File: src/rtl/button_event_queue_if.sv
// Event-queue bus: level button input from MinOS, event handshake out.
// master = MinOS/consumer side, slave = button_event_queue.
//   button_pressed/button_index : held-button level and index
//   ev_valid/ev_kind/ev_index/ev_ready : show-ahead event handshake
//   count/overflow/drop_count : occupancy and overflow status
interface button_event_queue_if #(
    parameter int DEPTH = 8,
    parameter int IDX_W = 8
);
    logic                     button_pressed;
    logic [IDX_W-1:0]         button_index;
    logic                     ev_valid;
    logic                     ev_kind;
    logic [IDX_W-1:0]         ev_index;
    logic                     ev_ready;
    logic [$clog2(DEPTH):0]   count;
    logic                     overflow;
    logic [7:0]               drop_count;

    modport master (
        output button_pressed,
        output button_index,
        output ev_ready,
        input  ev_valid,
        input  ev_kind,
        input  ev_index,
        input  count,
        input  overflow,
        input  drop_count
    );

    modport slave (
        input  button_pressed,
        input  button_index,
        input  ev_ready,
        output ev_valid,
        output ev_kind,
        output ev_index,
        output count,
        output overflow,
        output drop_count
    );
endinterface

File: src/rtl/button_event_queue.sv
// Turns the MinOS held-button level into press/release events and
// buffers them in a show-ahead FIFO with sticky overflow and drop count.
// Ports: CLK, RST (sync, active high), bus (button_event_queue_if.slave).
module button_event_queue #(
    parameter int DEPTH = 8,
    parameter int IDX_W = 8
) (
    input  logic                 CLK,
    input  logic                 RST,
    button_event_queue_if.slave  bus
);
    localparam int AW = $clog2(DEPTH);
    localparam logic [AW:0] FULL = (AW+1)'(DEPTH);

    logic             r_pressed_q;
    logic [IDX_W-1:0] r_held_idx;
    logic [IDX_W:0]   r_mem [DEPTH];
    logic [AW-1:0]    r_rd_ptr;
    logic [AW-1:0]    r_wr_ptr;
    logic [AW:0]      r_count;
    logic             r_overflow;
    logic [7:0]       r_drop_count;

    logic             w_press;
    logic             w_release;
    logic             w_event;
    logic [IDX_W:0]   w_payload;
    logic             w_valid;
    logic             w_full;
    logic             w_pop;
    logic             w_push;
    logic             w_drop;
    logic [IDX_W:0]   w_head;

    // An index change while still held is not an event.
    assign w_press   = bus.button_pressed & ~r_pressed_q;
    assign w_release = ~bus.button_pressed & r_pressed_q;
    assign w_event   = w_press | w_release;
    assign w_payload = w_press ? {1'b1, bus.button_index}
                               : {1'b0, r_held_idx};

    assign w_valid = (r_count != '0);
    assign w_full  = (r_count == FULL);
    assign w_pop   = w_valid & bus.ev_ready;
    // A pop frees the head slot this same edge, so full+pop still accepts.
    assign w_push  = w_event & (~w_full | w_pop);
    assign w_drop  = w_event & w_full & ~w_pop;

    assign w_head = r_mem[r_rd_ptr];

    assign bus.ev_valid   = w_valid;
    assign bus.ev_kind    = w_valid & w_head[IDX_W];
    assign bus.ev_index   = w_valid ? w_head[IDX_W-1:0] : '0;
    assign bus.count      = r_count;
    assign bus.overflow   = r_overflow;
    assign bus.drop_count = r_drop_count;

    always_ff @(posedge CLK) begin
        if (!RST && w_push) begin
            r_mem[r_wr_ptr] <= w_payload;
        end
    end

    always_ff @(posedge CLK) begin
        if (RST) begin
            r_pressed_q  <= 1'b0;
            r_held_idx   <= '0;
            r_rd_ptr     <= '0;
            r_wr_ptr     <= '0;
            r_count      <= '0;
            r_overflow   <= 1'b0;
            r_drop_count <= '0;
        end else begin
            r_pressed_q <= bus.button_pressed;
            if (w_press) begin
                r_held_idx <= bus.button_index;
            end
            if (w_pop) begin
                r_rd_ptr <= r_rd_ptr + AW'(1);
            end
            if (w_push) begin
                r_wr_ptr <= r_wr_ptr + AW'(1);
            end
            case ({w_push, w_pop})
                2'b10:   r_count <= r_count + (AW+1)'(1);
                2'b01:   r_count <= r_count - (AW+1)'(1);
                default: r_count <= r_count;
            endcase
            if (w_drop) begin
                r_overflow <= 1'b1;
                if (r_drop_count != 8'hFF) begin
                    r_drop_count <= r_drop_count + 8'd1;
                end
            end
        end
    end
endmodule

File: src/flat_wrapper.sv
// flat-port wrapper written by rule: the top's interface ports become plain ports
module button_event_queue_flat 
#(
    parameter int DEPTH = 8,
    parameter int IDX_W = 8
)
  (CLK, RST, bus_button_pressed, bus_button_index, bus_ev_ready, bus_ev_valid, bus_ev_kind, bus_ev_index, bus_count, bus_overflow, bus_drop_count);
  button_event_queue_if #(.DEPTH(DEPTH), .IDX_W(IDX_W)) bus_i ();
  input  logic CLK;
  input  logic RST;
  input wire logic [$bits(bus_i.button_pressed)-1:0] bus_button_pressed;
  input wire logic [$bits(bus_i.button_index)-1:0] bus_button_index;
  input wire logic [$bits(bus_i.ev_ready)-1:0] bus_ev_ready;
  output wire logic [$bits(bus_i.ev_valid)-1:0] bus_ev_valid;
  output wire logic [$bits(bus_i.ev_kind)-1:0] bus_ev_kind;
  output wire logic [$bits(bus_i.ev_index)-1:0] bus_ev_index;
  output wire logic [$bits(bus_i.count)-1:0] bus_count;
  output wire logic [$bits(bus_i.overflow)-1:0] bus_overflow;
  output wire logic [$bits(bus_i.drop_count)-1:0] bus_drop_count;
  assign bus_i.button_pressed = bus_button_pressed;
  assign bus_i.button_index = bus_button_index;
  assign bus_i.ev_ready = bus_ev_ready;
  assign bus_ev_valid = bus_i.ev_valid;
  assign bus_ev_kind = bus_i.ev_kind;
  assign bus_ev_index = bus_i.ev_index;
  assign bus_count = bus_i.count;
  assign bus_overflow = bus_i.overflow;
  assign bus_drop_count = bus_i.drop_count;
  button_event_queue #(.DEPTH(DEPTH), .IDX_W(IDX_W)) u_core (.CLK(CLK), .RST(RST), .bus(bus_i));
endmodule
File: config.mk
export PLATFORM = sky130hd
export DESIGN_NAME = button_event_queue_flat
export DESIGN_NICKNAME = d
export VERILOG_FILES = /design/src/rtl/button_event_queue_if.sv /design/src/rtl/button_event_queue.sv /design/src/flat_wrapper.sv
export SDC_FILE = /design/constraint.sdc
export NUM_CORES = 1
export LEC_CHECK = 0
export CAP_MARGIN = 20
export CORE_MARGIN = 2
export CORE_UTILIZATION = 49
export DETAILED_ROUTE_END_ITERATION = 7
export DONT_BUFFER_PORTS = 1
export GPL_ROUTABILITY_DRIVEN = 0
export SLEW_MARGIN = 10
export SYNTH_ARGS = -nofsm -noshare
export SYNTH_HDL_FRONTEND = slang
export SYNTH_SLANG_ARGS = --single-unit
File: constraint.sdc
create_clock -name CLK -period 4.8 [get_ports CLK]
set_input_delay 0.96 -clock CLK [delete_from_list [all_inputs] [get_ports CLK]]
set_output_delay 0.96 -clock CLK [all_outputs]
set_load 0.05 [all_outputs]
## After elaboration in Yosys (flattened, before gate mapping)

Memory sizes are Yosys's and may differ from the RTL's. A register that Yosys moved wholly into a read port is not among the register bits.
Index checks and enable logic that the tools add are counted.
W data, S select, Z words.

| word-level totals | value |
|---|---|
| bits in registers | 28 |
| RAM bits | 72 |
| input bits | 12 |
| output and inout bits | 23 |
| word-level logic and storage cells | 42 |
| memories | 1 |

| operators by class | value |
|---|---|
| add/subtract/negate cells | 5 |
| equal/unequal tests | 4 |
| multiplexer cells | 7 |
| bitwise gates (word level) | 13 |
| reduce and logical (&&, ||, !) cells | 5 |

Memory list:

| memory | depth | bits a word | rd ports | clocked after Yosys merged registers in | wr ports | RTL line | RTL |
|---|---|---|---|---|---|---|---|
| u_core.r_mem | 8 | 9 | 1 | 1 | 1 | button_event_queue.sv:17 | `logic [IDX_W:0] r_mem [DEPTH];` |

Operator list:

| cell | count |
|---|---|
| $mux W9 | 1 |
| $add A8 B1 Y8 const B | 1 |
| $mux W8 | 1 |
| $ne A8 B8 Y1 const B | 1 |
| $pmux W4 S2 | 1 |
| $and A1 B1 Y1 | 7 |
| $add A3 B1 Y3 const B | 2 |
| $mux W3 | 2 |
| $add A4 B1 Y4 const B | 1 |
| $eq A4 B4 Y1 const B | 1 |
| $not A1 Y1 | 4 |
| $reduce_bool A4 Y1 | 1 |
| $sub A4 B1 Y4 const B | 1 |
| $eq A2 B1 Y1 const B | 1 |
| $eq A2 B2 Y1 const B | 1 |
| $mux W1 | 2 |
| $or A1 B1 Y1 | 2 |
| $reduce_and A2 Y1 | 1 |
| $reduce_bool A2 Y1 | 1 |
| $logic_and A1 B1 Y1 | 1 |
| $logic_not A1 Y1 | 1 |

## Logic depth before layout (Yosys ltp)

Gate-level depths: netlist of run 1.

| logic depth | value |
|---|---|
| depth after elaboration | 7 |
| gate-level depth with buffers | 13 |
| mapped depth without buffers | 11 |

## Least setup slack after synthesis of run 1

No wires, ideal clock.

| timing path | value |
|---|---|
| kind | input to register |
| start | input port bus_button_pressed |
| end | memory u_core.r_mem[5][0] (netlist bit) (enable) |
| library setup time | 0.403 ns |
| arrival | 2.760 ns |
| data required time | 4.397 ns |
| slack | 1.637 ns |
| stages on the path | 4 |
| buffers on the path | 0 |
| path through | ha_1 -> a21oi_2 -> nand2_1 -> nor4b_1 |

| on the way | value |
|---|---|
| longest elaborated chain between the ends | 7 |
| elaborated cells between the ends (all ways) | 8 |
| classes of those cells | 2 x mux; 5 x bitwise; 1 x reduce/logical |

Ends and longest elaborated chain:

| what | RTL line | RTL |
|---|---|---|
| start: declaration | flat_wrapper.sv:11 | `input wire logic [$bits(bus_i.button_pressed)-1:0] bus_button_pressed;` |
| $not A1 Y1 | button_event_queue.sv:37 | `assign w_release = ~bus.button_pressed & r_pressed_q;` |
| $and A1 B1 Y1 | button_event_queue.sv:37 |  |
| $or A1 B1 Y1 (*) | button_event_queue.sv:38 | `assign w_event = w_press \| w_release;` |
| $and A1 B1 Y1 (*) | button_event_queue.sv:46 | `assign w_push = w_event & (~w_full \| w_pop);` |
| $logic_and A1 B1 Y1 (*) | button_event_queue.sv:59 | `if (!RST && w_push) begin` |
| $mux W1 (*) | button_event_queue.sv:59 |  |
| $mux W1 (not written as such) (*) | button_event_queue.sv:60 | `r_mem[r_wr_ptr] <= w_payload;` |
| end: declaration | button_event_queue.sv:17 |  |

Every way passes the cells marked *; elsewhere a longest branch is shown, timed or not.

==> results of run 1 <==
==> how the worst max path moves through the flow <==
stage / start / endpoint
6_report: register / bus_ev_index[3]
2_1_floorplan: bus_button_pressed / u_core.r_mem[5][0]
5_1_grt: register / bus_ev_index[3]
3_3_place_gp: bus_button_pressed / u_core.bus.count[2]
4_1_cts: register / bus_ev_index[3]
3_5_place_dp: bus_button_pressed / u_core.bus.count[2]
==> worst max-delay path: cells and delay by family (launching register included) <==
family,cells,cell delay [ns]
mux,2,0.45
simple gates,1,0.72
flops,1,0.94
==> where the power goes <==
group | switching [mW] | leakage (nW) | internal, mW
Clock | 0.296 | 0.0958 | 0.247
Sequential | 0.101 | 0.913 | 1.00
Combinational | 0.424 | 0.497 | 0.235
==> routing by layer <==
| metal | global-route usage (%) | part of all wire, % | wire (µm) |
|---|---|---|---|
| met1 | 23.78 | 44 | 3440 |
| met3 | 3.237 | 4.8 | 370 |
| met5 | 0 | 0 | 0 |
| met4 | 5.983 | 1.5 | 113 |
| met2 | 29.60 | 49 | 3829 |
==> layout make-up <==
type	instances	area, µm²	share of cell area [%]
inverter	5	21.27	0.4563
clock inverter	7	77.57	1.664
sequential	103	2783	59.69
timing repair buffer	6	48.80	1.047
multi-input combinational	154	1473	31.59
clock buffer	9	123.9	2.657
tap	108	135.1	2.899
==> registers in the layout, summed over array words and instances (netlist names), named ones only <==
name,count
u_core.r_mem,72
u_core.bus.drop_count,8
u_core.bus.count,4
u_core.r_wr_ptr,3
u_core.r_pressed_q,1
u_core.bus.overflow,1
u_core.r_held_idx,8
u_core.r_rd_ptr,3
==> cells in the final DEF, fill, tap and decap left out, types with 2 or more instances in the layout <==
master,instances
nor2b_1,12
nand3_1,2
nor4b_4,2
o2111a_1,2
or3_1,2
a211oi_1,2
o21ai_0,3
xor2_1,6
clkbuf_8,9
ha_1,7
nand4_1,4
nor3_1,2
and3_1,2
mux2i_1,13
mux2_2,9
buf_4,5
nor4_2,3
inv_1,4
mux4_2,18
a21oi_1,6
inv_6,2
dfxtp_1,31
clkinvlp_4,2
nand2b_1,5
nor2_1,26
edfxtp_1,72
nand2_1,10
==> synth_stat cells (2+ instances only) <==
library cell | number | area (µm²)
nor4_1 | 3 | 18.77
nor2b_1 | 12 | 75.07
clkbuf_1 | 5 | 18.77
nor4b_1 | 2 | 17.52
nand2b_1 | 5 | 31.28
buf_6 | 2 | 22.52
nand4_1 | 4 | 25.02
and3_1 | 2 | 12.51
mux2i_1 | 13 | 130.1
nand2_1 | 10 | 37.54
xor2_1 | 6 | 52.55
nor2_1 | 26 | 97.59
a21oi_1 | 6 | 30.03
o2111a_1 | 2 | 22.52
nor3_1 | 3 | 15.01
a211oi_1 | 2 | 15.01
buf_1 | 3 | 11.26
edfxtp_1 | 72 | 2162
dfxtp_1 | 31 | 620.6
o21ai_0 | 3 | 15.01
nand3_1 | 2 | 10.01
or3_1 | 2 | 12.51
mux2_2 | 9 | 101.4
inv_1 | 4 | 15.01
ha_1 | 7 | 87.58
mux4_2 | 18 | 405.4
==> cell families after synthesis <==
logic type	Yosys count
flip-flops	103
AND/OR/NAND/NOR	80
multiplexers	41
AO/OA/AOI/OAI	18
buffers and inverters	18
XOR/XNOR	8
adder cells (fa/ha/maj)	7
==> out/results.txt, run 1 <==
status - finished, final reports clean
non-filler cells, final - 392
commonest register cell after synthesis - edfxtp_1
Post-Route Skew - 0.009871 ns
Worst Setup End Kind - output pin
MaxCap Viol Count - 0
crit path time final - 3.423 ns
Post-synth ARST share - 0%
DR pass1 iterations - 4
Hold Path Depth - 2
WP data required - 3.84 ns
max frequency - 292.2 MHz
HPWL after detailed placement - 5069 µm
layout cells sized above 1 - 22.89%
setup slack at placement - 1.634 ns
height of the die - 97.53 µm
die footprint - 9512 µm²
kind of critical path - reg -> out
largest family of logic cells by synthesized area - multiplexers
first-pass GRT wire length - 12,920 µm
EDFF count, synth - 72
Synth Area per Inst - 15.59 µm²
Leak Pwr - 1.505 nW
Synth Area in XOR/XNOR - 1.810%
clk buf depth - 2
GRT Residual Overflow - 0
clk sinks - 103
reg-to-reg critical path startpoint - u_core.bus.count[0]
simple-gate portion of the synthesized area - 11.03%
final hold vios - 0
DRC - 0
hold-fix buffer count after cts - 0
WL per Instance - 19.78 µm
post-synthesis mux area share - 15.12%
pwr/cell area - 494.2 nW/µm²
dpl cells - 376
total power draw - 2.304 mW
RR Endpoint - u_core.bus.count[2]
# fillers - 724
die width - 97.53 µm
ANT cells - 0
Iteration-0 DRC Markers - 130
R2R depth - 11
Final Hold Slack - 0.5523 ns
cell area after placement - 4461 µm²
Mapped Area - 4287 µm²
Slew headroom - 33.89%
Port Buffers - 0
Worst Tran Pin Value - 0.9863 ns
drt via density - 5.722
design area - 4662 µm²
core area - 8593 µm²
vias post-DR - 2,243
CTS Root Cell - clkbuf_8
Slowest Stage Delay on Critical Path - 0.94 ns
final WL - 7754 µm
initial antenna violation count - 0
sequential area share after synthesis - 64.92%
crit share post-route - 71.30%
FF-to-FF setup slack - 1.77 ns
largest net degree at the start of global routing - 40
Hold Path End - u_core.r_rd_ptr[2]
CTS Buf Count - 9
post-synthesis net count - 294
num rows - 34
synthesized-area fraction occupied by adder cells - 2.043%
post-CTS sizing - 0
synthesized netlist cell count - 275
FF+latch count, synth - 103
worst path cell trace - mux4_2 -> mux2i_1 -> nor2_1
final setup vio count - 0
number of global-route vias before repair - 2,397
Initial Util - 49.88%
Synth Warn # - 0
H-tree levels - 3
Hold Crit Class - reg -> reg
Netlist cell types - 47
hold path startpoint - u_core.r_rd_ptr[2]
Ports - 35
Net count, final - 298
Layout area overhead - 8.757%
crit path max fanout - 18
Worst Path Arrival - 2.46 ns
Slew Viols, Final - 0
Clk Latency, worst-skew pair - 0.35 ns
gr usage total - 17.80%
end-of-flow core utilization - 54.25%
Clock transition at path regs - 0.10 ns
Detail Route Antenna Nets - 0
RSZ-0062 raised after global routing - no
Critical-path top delay cell - dfxtp_1
final worst slack - 1.377 ns
postcts setup bufs - 0
Sum Neg Setup Slack - 0 ns
Peak VDD IR - 0.3323 mV
CP Launch Type - register
TritonCTS clock tree - done
Synth Area in Compound Gates - 2.948%
(Power assumes the default switching activity.)
==> run 2, diff against run 1 <==
--- a/config.mk
+++ b/config.mk
@@ -11,6 +11,7 @@
 export DETAILED_ROUTE_END_ITERATION = 7
 export DONT_BUFFER_PORTS = 1
 export GPL_ROUTABILITY_DRIVEN = 0
+export PLACE_DENSITY = 0.66
 export SLEW_MARGIN = 10
 export SYNTH_ARGS = -nofsm -noshare
 export SYNTH_HDL_FRONTEND = slang
==> constraint.sdc (replaced) <==
create_clock -name CLK -period 3 [get_ports CLK]
set_input_delay 0.6 -clock CLK [delete_from_list [all_inputs] [get_ports CLK]]
set_output_delay 0.6 -clock CLK [all_outputs]
set_load 0.05 [all_outputs]
==> out/results.txt, run 2 (synthesis gave the netlist of run 1 again) <==
MaxCap Viol Count - 0
crit path max fanout - 10
pwr/cell area - 819.6 nW/µm²
end-of-flow core utilization - 56.03%
final WL - 7601 µm
Peak VDD IR - 0.3229 mV
largest register by flop count - u_core.r_mem
CTS Buf Count - 9
largest net degree at the start of global routing - 40
DRC - 0
postcts setup bufs - 0
Net count, final - 317
final hold vios - 0
Slew headroom - 46.13%
commonest non-fill, non-tap cell in the layout - edfxtp_1
RR Endpoint - u_core.bus.count[2]
layout cells sized above 1 - 27.72%
vias post-DR - 2,243
Iteration-0 DRC Markers - 97
Worst Tran Pin Value - 0.8080 ns
clk sinks - 103
post-CTS sizing - 0
Worst Setup End Kind - register
gr usage total - 17.38%
H-tree levels - 3
register area - 2783 µm²
Detail Route Antenna Nets - 0
CP Launch Type - register
num rows - 34
Leak Pwr - 1.616 nW
RSZ-0062 raised after global routing - no
hold path startpoint - RST
Slew Viols, Final - 0
GRT Residual Overflow - 0
hold-fix buffer count after cts - 0
drt via density - 5.457
Initial Util - 49.88%
max reg flops - 72
die footprint - 9512 µm²
die width - 97.53 µm
WP data required - 3.30 ns
Ports - 35
clk buf depth - 2
DR pass1 iterations - 4
Hold Path Depth - 1
FF-to-FF setup slack - 0.36 ns
height of the die - 97.53 µm
R2R depth - 11
Post-Route Skew - 0.01170 ns
# fillers - 708
final setup vio count - 0
Port Buffers - 0
ANT cells - 0
kind of critical path - reg -> reg
CTS Root Cell - clkbuf_8
Clock transition at path regs - 0.09 ns
final worst slack - 0.3607 ns
initial antenna violation count - 0
Hold Crit Class - in -> reg
total power draw - 3.946 mW
max frequency - 378.9 MHz
Clk Latency, worst-skew pair - 0.37 ns
WL per Instance - 18.49 µm
most frequent cells in the layout - edfxtp_1, dfxtp_1, nor2_1
Hold Path End - u_core.bus.drop_count[7]
number of global-route vias before repair - 2,297
crit path time final - 2.639 ns
reg-to-reg critical path startpoint - u_core.bus.count[0]
setup slack at placement - 0.2397 ns
TritonCTS clock tree - done
crit share post-route - 87.98%
Sum Neg Setup Slack - 0 ns
first-pass GRT wire length - 12,520 µm
status - finished, final reports clean
area of the multi-input gates - 1450 µm²
core area - 8593 µm²
HPWL after detailed placement - 4691 µm
Layout area overhead - 12.32%
Worst Path Arrival - 2.94 ns
[run 2: changes by cell type in the layout (fill, tap and decap cells not counted), sizes merged]
cell      change
inv           -1
buf          +19
clkbuf        +2
clkinvlp      -2
bufinv        +1
[run 2: worst max path at each step]
| stage | start | endpoint | slack, ns | cells after the start |
|---|---|---|---|---|
| global route | u_core.bus.count[0] | u_core.bus.count[2] | 0.17 | 11 |
| floorplan | u_core.bus.count[1] | u_core.bus.count[2] | 0.10 | 13 |
| global placement | bus_button_pressed | u_core.bus.count[2] | 0.30 | 10 |
| detailed placement | bus_button_pressed | u_core.bus.count[2] | 0.24 | 10 |
| finish | u_core.bus.count[0] | u_core.bus.count[2] | 0.36 | 11 |
| CTS | register | bus_ev_index[5] | 0.32 | 5 |
[run 2: layout make-up]
class / count / area share [%]
Clock inverter: 5 / 1.793
Multi-Input combinational cell: 154 / 30.12
Clock buffer: 11 / 3.144
Inverter: 5 / 0.4418
Timing Repair Buffer: 25 / 3.898
Sequential cell: 103 / 57.80
Tap cell: 108 / 2.807
[run 2: critical path, stage by stage, from the launching register on]
cell	delay, ns
dfxtp_1	0.32
or3_4	0.43
nor2_8	0.22
inv_4	0.13
and2_4	0.21
ha_1	0.25
xor2_1	0.16
ha_1	0.18
a21oi_1	0.14
xor2_1	0.09
or3_1	0.31
a21oi_1	0.13
[run 2: layer usage]
layer / up-vias / part of all wire, % / global-route usage (%)
li1: 1086 / - / -
met1: 1089 / 47 / 24.99
met2: 58 / 46 / 25.99
met3: 10 / 5.6 / 3.597
met4: 0 / 1.6 / 7.372
met5: - / 0 / 0
[run 2: through the flow]
stage / instances / hold WS, ns / cell area, µm²
after floorplan: 275 / 0.4847 / 4287
after global placement: 395 / 0.5123 / 4577
after detailed placement: 395 / 0.5110 / 4577
after CTS: 411 / 0.2721 / 4815
after global routing: 411 / 0.2718 / 4815
final: 411 / 0.2878 / 4815
[run 2: where the power goes]
group / leakage (nW) / total [mW] / internal (mW) / switching [mW]
logic: 0.583 / 1.30 / 0.487 / 0.810
clock network: 0.121 / 0.998 / 0.523 / 0.475
registers: 0.913 / 1.65 / 1.60 / 0.0493
